==> src/rtl/mul_arbiter_pkg.sv <==
// Shared types for the multiplier arbiter: FSM state, in-flight tag and an index-width helper.
package softmax_pkg;

  localparam int TAG_IDX_W = 8;

  typedef enum logic {
    IDLE   = 1'b0,
    LOCKED = 1'b1
  } arb_state_e;

  typedef struct packed {
    logic                 valid;
    logic [TAG_IDX_W-1:0] idx;
  } tag_t;

  function automatic int idx_w(input int n);
    return (n > 1) ? $clog2(n) : 1;
  endfunction

endpackage

==> src/rtl/mul_arbiter_if.sv <==
// Requester, multiplier and response signals shared by the arbiter and its environment.
interface mul_arbiter_if #(
  parameter int NREQ = 4,
  parameter int DW   = 32
);
  // Handshake: requester i transfers on a rising edge where req_valid[i] && req_ready[i];
  // the requester may not depend on req_ready to raise req_valid. rsp_valid has no ready.
  logic [NREQ-1:0]    req_valid;
  logic [NREQ-1:0]    req_last;
  logic [NREQ*DW-1:0] req_a;
  logic [NREQ*DW-1:0] req_b;
  logic [NREQ-1:0]    req_ready;
  logic [DW-1:0]      mul_a;
  logic [DW-1:0]      mul_b;
  logic [DW-1:0]      mul_q;
  logic [NREQ-1:0]    rsp_valid;
  logic [DW-1:0]      rsp_q;
  logic               busy;

  modport master (
    output req_valid, req_last, req_a, req_b, mul_q,
    input  req_ready, mul_a, mul_b, rsp_valid, rsp_q, busy
  );

  modport slave (
    input  req_valid, req_last, req_a, req_b, mul_q,
    output req_ready, mul_a, mul_b, rsp_valid, rsp_q, busy
  );
endinterface

==> src/rtl/mul_arbiter_rr.sv <==
// Round-robin priority picker: first asserted request at or above ptr, wrapping past N-1.
module rr_arbiter
  import softmax_pkg::*;
#(
  parameter int N = 4
) (
  input  logic [N-1:0]          req,
  input  logic [idx_w(N)-1:0]   ptr,
  input  logic                  en,
  output logic [N-1:0]          gnt
);
  localparam int PW = idx_w(N);

  logic [PW-1:0] idx;
  logic          found;

  always_comb begin
    gnt   = '0;
    found = 1'b0;
    idx   = '0;
    for (int off = 0; off < N; off++) begin
      idx = PW'((int'(ptr) + off) % N);
      if (en && !found && req[idx]) begin
        gnt[idx] = 1'b1;
        found    = 1'b1;
      end
    end
  end

endmodule

==> src/rtl/mul_arbiter.sv <==
// Shares one external pipelined multiplier among NREQ requesters with burst locking
// and returns each result, tagged with its requester, MUL_LAT+1 cycles after accept.
module mul_arbiter
  import softmax_pkg::*;
#(
  parameter int NREQ    = 4,
  parameter int DW      = 32,
  parameter int MUL_LAT = 2
) (
  input  logic                     clk,
  input  logic                     areset,
  mul_arbiter_if.slave             bus,
  output arb_state_e               state,
  output logic [idx_w(NREQ)-1:0]   ptr
);
  localparam int PW = idx_w(NREQ);

  logic [NREQ-1:0] rr_gnt;
  logic [NREQ-1:0] ready;
  logic [NREQ-1:0] fire;
  logic            accept;
  logic            last_g;
  logic [PW-1:0]   gidx;
  logic [PW-1:0]   owner;
  logic [DW-1:0]   op_a;
  logic [DW-1:0]   op_b;
  logic [DW-1:0]   mul_a_r;
  logic [DW-1:0]   mul_b_r;
  logic            inflight;
  tag_t            tag [MUL_LAT+1];

  rr_arbiter #(.N(NREQ)) u_rr (
    .req (bus.req_valid),
    .ptr (ptr),
    .en  (areset && (state == IDLE)),
    .gnt (rr_gnt)
  );

  // In LOCKED only the owner may transfer; its idle cycles leave the lock in place.
  always_comb begin
    ready = '0;
    if (areset) begin
      if (state == IDLE) ready = rr_gnt;
      else               ready[owner] = bus.req_valid[owner];
    end
  end

  assign fire   = bus.req_valid & ready;
  assign accept = |fire;
  assign last_g = |(fire & bus.req_last);

  always_comb begin
    gidx = '0;
    op_a = '0;
    op_b = '0;
    for (int i = 0; i < NREQ; i++) begin
      if (fire[i]) begin
        gidx = PW'(i);
        op_a = bus.req_a[i*DW +: DW];
        op_b = bus.req_b[i*DW +: DW];
      end
    end
  end

  always_ff @(posedge clk or negedge areset) begin
    if (!areset) begin
      state   <= IDLE;
      ptr     <= '0;
      owner   <= '0;
      mul_a_r <= '0;
      mul_b_r <= '0;
      for (int k = 0; k <= MUL_LAT; k++) tag[k] <= '0;
    end else begin
      if (accept) begin
        mul_a_r <= op_a;
        mul_b_r <= op_b;
        if (state == IDLE) begin
          ptr <= (gidx == PW'(NREQ - 1)) ? '0 : gidx + PW'(1);
          if (!last_g) begin
            state <= LOCKED;
            owner <= gidx;
          end
        end else if (last_g) begin
          state <= IDLE;
        end
      end
      // Tag stage k is valid in the cycle after edge t+k; stage MUL_LAT lines up with mul_q.
      tag[0] <= '{valid: accept, idx: TAG_IDX_W'(gidx)};
      for (int k = 1; k <= MUL_LAT; k++) tag[k] <= tag[k-1];
    end
  end

  always_comb begin
    inflight = 1'b0;
    for (int k = 0; k <= MUL_LAT; k++) inflight = inflight | tag[k].valid;
  end

  assign bus.req_ready = ready;
  assign bus.mul_a     = mul_a_r;
  assign bus.mul_b     = mul_b_r;
  assign bus.rsp_valid = tag[MUL_LAT].valid ? (NREQ'(1) << tag[MUL_LAT].idx) : '0;
  assign bus.rsp_q     = bus.mul_q;
  assign bus.busy      = inflight || (state == LOCKED);

endmodule

==> src/flat_wrapper.sv <==
// flat-port wrapper written by rule: the top's interface ports become plain ports
module mul_arbiter_flat import softmax_pkg::*;
#(
  parameter int NREQ    = 4,
  parameter int DW      = 32,
  parameter int MUL_LAT = 2
)
  (clk, areset, state, ptr, bus_req_valid, bus_req_last, bus_req_a, bus_req_b, bus_mul_q, bus_req_ready, bus_mul_a, bus_mul_b, bus_rsp_valid, bus_rsp_q, bus_busy);
  mul_arbiter_if #(.NREQ(NREQ), .DW(DW)) bus_i ();
  input  logic clk;
  input  logic areset;
  output arb_state_e state;
  output logic [idx_w(NREQ)-1:0] ptr;
  input wire logic [$bits(bus_i.req_valid)-1:0] bus_req_valid;
  input wire logic [$bits(bus_i.req_last)-1:0] bus_req_last;
  input wire logic [$bits(bus_i.req_a)-1:0] bus_req_a;
  input wire logic [$bits(bus_i.req_b)-1:0] bus_req_b;
  input wire logic [$bits(bus_i.mul_q)-1:0] bus_mul_q;
  output wire logic [$bits(bus_i.req_ready)-1:0] bus_req_ready;
  output wire logic [$bits(bus_i.mul_a)-1:0] bus_mul_a;
  output wire logic [$bits(bus_i.mul_b)-1:0] bus_mul_b;
  output wire logic [$bits(bus_i.rsp_valid)-1:0] bus_rsp_valid;
  output wire logic [$bits(bus_i.rsp_q)-1:0] bus_rsp_q;
  output wire logic [$bits(bus_i.busy)-1:0] bus_busy;
  assign bus_i.req_valid = bus_req_valid;
  assign bus_i.req_last = bus_req_last;
  assign bus_i.req_a = bus_req_a;
  assign bus_i.req_b = bus_req_b;
  assign bus_i.mul_q = bus_mul_q;
  assign bus_req_ready = bus_i.req_ready;
  assign bus_mul_a = bus_i.mul_a;
  assign bus_mul_b = bus_i.mul_b;
  assign bus_rsp_valid = bus_i.rsp_valid;
  assign bus_rsp_q = bus_i.rsp_q;
  assign bus_busy = bus_i.busy;
  mul_arbiter #(.NREQ(NREQ), .DW(DW), .MUL_LAT(MUL_LAT)) u_core (.clk(clk), .areset(areset), .bus(bus_i), .state(state), .ptr(ptr));
endmodule
==> config.mk <==
export PLATFORM = sky130hd
export DESIGN_NAME = mul_arbiter_flat
export DESIGN_NICKNAME = d
export VERILOG_FILES = /design/src/rtl/mul_arbiter_pkg.sv /design/src/rtl/mul_arbiter_if.sv /design/src/rtl/mul_arbiter_rr.sv /design/src/rtl/mul_arbiter.sv /design/src/flat_wrapper.sv
export SDC_FILE = /design/constraint.sdc
export NUM_CORES = 1
export LEC_CHECK = 0
export BUFFER_PORTS_ARGS = -buffer_cell sky130_fd_sc_hd__buf_2
export CORE_AREA = 2 2 160 162
export DETAILED_ROUTE_END_ITERATION = 8
export DIE_AREA = 0 0 162 164
export SLEW_MARGIN = 20
export SYNTH_ARGS = -nofsm -noshare
export SYNTH_HDL_FRONTEND = slang
export SYNTH_SLANG_ARGS = --single-unit
==> constraint.sdc <==
create_clock -name clk -period 9.2 [get_ports clk]
set_input_delay 1.38 -clock clk [delete_from_list [all_inputs] [get_ports clk]]
set_output_delay 1.38 -clock clk [all_outputs]
set_load 0.02 [all_outputs]
==> impl_metrics.yaml <==
drt:
  drt_wl_total_mm: 22.34
  wl_per_cell_um: 16.83
  dr.pass1.iters: 5
  drtIter0Drc: 376
  drc: 0
  ant_nets: 0
  num_vias: 6583
  vias_per_cell: 4.961
clock_tree:
  cts_tree: "built"
  post_cts_buffers: 0
  post_cts_resized: 0
  clk_pin_slew_worst_paths_ns: 0.06
  clkSinkCount: 78
  cts-buffers-inserted: 9
  cts_buffer_depth: 2
  hold_buffers: 0
  clockRootBuffer: "clkbuf_16"
  h-tree-depth: 3
  insertion_delay_ns: 0.34
timing:
  rsz0062_at_grt: "no"
  slew-limit-headroom_pct: 38.50
  tightest_slew_ns: 0.9225
  post-route-period-util_pct: 52.96
  setup_viol: 0
  fmax_mhz: 205.3
  fin_skew_ns: 0.008441
  holdWs_ns: 0.3456
  tns_ns: 0
  finalCriticalPeriod_ns: 4.872
  slew_viol_final: 0
  finalHoldViolations: 0
placed_design:
  globalplace.congestion: 0.8287
  placedCellCount: 1312
  portBuffers: 341
  hpwl_mm: 16.13
power_and_ir_drop:
  power_density_nw_per_um2: 300.2
  leakagePower_nw: 3.839
  vdd_drop_max_v: 0.0001042
  power_mw: 2.359
worst_setup_path:
  required_ns: 7.82
  cp_data_arrival_time_ns: 3.49
  critPathMaxFanout: 17
  path_class: "reg -> out"
  startpoint_type: "flip-flop"
  end_kind: "output port"
synth:
  yosysSeqAreaShare_pct: 33.22
  netlist_area_sq_um: 5876
  syn_inst: 726
  syn_area_per_cell_sq_um: 8.093
  post-synth-top-area-cell: "dfrtp_1"
  synth.top_cell.area_share_pct: 33.22
  yosysUniqueCellTypes: 49
  synth.area.top_cells: "dfrtp_1 (33%), o2111a_1 (12%), nand2_1 (8.7%)"
  synth-edff-count: 0
  ys_ff_latch: 78
  synth-main-ff-cell: "dfrtp_1"
  yosys_warnings: 0
  synth-async-reset-ratio_pct: 100.0
  syn-num-nets: 1032
floorplanning:
  dieWidth_um: 162
  start_util_pct: 23.67
  fp-row-count: 58
  io_pins: 406
  dieArea_sq_um: 26570
  dieHeight_um: 164
  core_sq_um: 24820
final_layout:
  fill_cells: 2695
  n_antenna_cell: 0
  nets: 1299
  syn_to_final_growth_pct: 33.75
  layout.cells.non_filler: 1327
  layout-drive-gt1-share_pct: 38.72
grt:
  grt_use_total_pct: 15.93
  antenna_found_initial: 0
  grt_pass1_wl_mm: 33.73
  grt_max_degree: 70
  gr-usage-met2_pct: 27.97
  gr-total-overflow: 0
  top_usage_layer: "met2"
  met1_usage_pct: 19.36
  grt_pass1_vias: 6527
  grtUsageMet3_pct: 3.106
run:
  maxCapViolCount: 0
status:
  status: "finished clean"
min_path:
  hp-class: "reg -> reg"
==> path summary, 6_finish.rpt <==
check / cells after the start / start / slack [ns] / end
worst max-delay path: 8 / u_core.ptr[0] / 4.33 / bus_req_ready[1]
min in group asynchronous: 1 / areset / 1.08 / u_core.state
max in group asynchronous: 2 / areset / 7.04 / u_core.bus.mul_a[1]
worst max register to register: 10 / u_core.ptr[0] / 4.40 / u_core.bus.mul_b[15]
worst min-delay path: 0 / u_core.tag[9] / 0.35 / u_core.tag[0]
worst min register to register: 0 / u_core.tag[9] / 0.35 / u_core.tag[0]
==> layer usage <==
layer,up-vias,part of all wire (%)
met2,324,50
li1,3096,-
met4,0,1.9
met5,-,0
met3,31,7.0
met1,3132,41
==> synth_stat cells, types with 3 or more instances <==
master,instances
o21ai_1,64
mux2i_1,5
buf_2,23
buf_6,8
nand4_1,63
buf_4,34
nor4_1,6
a31o_1,3
mux2_4,3
clkbuf_1,28
a2111oi_4,4
o2111a_1,62
nor2_1,67
ha_1,8
inv_1,65
o211ai_1,9
and3_1,4
dfrtp_1,78
a21oi_1,6
nand2_1,136
o21ai_0,7
nand3_1,7
==> worst max-delay path: stages, from the launching register on <==
cell	delay, ns
dfrtp_1	0.72
inv_2	0.23
ha_1	0.42
mux2i_1	0.47
o22ai_1	0.16
mux2_4	0.31
a2111oi_4	0.55
nor2_1	0.11
buf_2	0.19
==> where the power goes <==
part	total (mW)	internal, mW	switching (mW)
Combinational	1.30	0.473	0.824
Sequential	0.647	0.516	0.132
Clock	0.415	0.271	0.144
Total	2.36	1.26	1.10
==> logic make-up (layout without fill, tap and decap cells) <==
group | Yosys count | count (layout) | synth area share (%)
simple gates | 294 | 294 | 23.30
compound gates | 174 | 174 | 25.11
buf+inv | 160 | 431 | 13.91
fa+ha+maj | 8 | 8 | 1.704
flops | 78 | 78 | 33.22
mux | 12 | 12 | 2.768
==> registers in the layout, indices dropped and copies added, names as in the netlist <==
signal,flops
u_core.state,1
u_core.bus.mul_a,32
u_core.bus.mul_b,32
u_core.ptr,2
u_core.owner,2
u_core.tag,9
==> through the flow <==
stage / util [%] / instance area, sq um / setup WS [ns]
floorplan: - / 5876 / 4.959
global placement: 30.30 / 7521 / 4.226
detailed placement: 30.30 / 7521 / 4.153
global route: 31.66 / 7859 / 4.048
finish: 31.66 / 7859 / 4.328
CTS: 31.66 / 7859 / 4.279
==> cell usage in the layout (no fill, tap or decap), drive strengths merged, types with 5 or more instances in the layout <==
| cell | count |
|---|---|
| mux2 | 5 |
| mux2i | 5 |
| a31oi | 5 |
| dfrtp | 78 |
| ha | 8 |
| nor4 | 6 |
| inv | 67 |
| nand2 | 136 |
| buf | 349 |
| nand3 | 7 |
| nor2 | 67 |
| o2111a | 62 |
| nand4 | 63 |
| o211ai | 10 |
| clkbuf | 11 |
| a21oi | 6 |
| o21ai | 71 |
==> cell type report <==
class | instances | area, sq um | area share [%]
clock buffer | 11 | 242.7 | 3.089
clock inverter | 4 | 95.09 | 1.210
inverter | 67 | 251.5 | 3.200
multi-input combinational | 488 | 3136 | 39.90
sequential | 78 | 1952 | 24.84
tap | 330 | 412.9 | 5.254
timing repair buffer | 349 | 1769 | 22.51
Note: power is estimated with default switching activity, not from simulation.
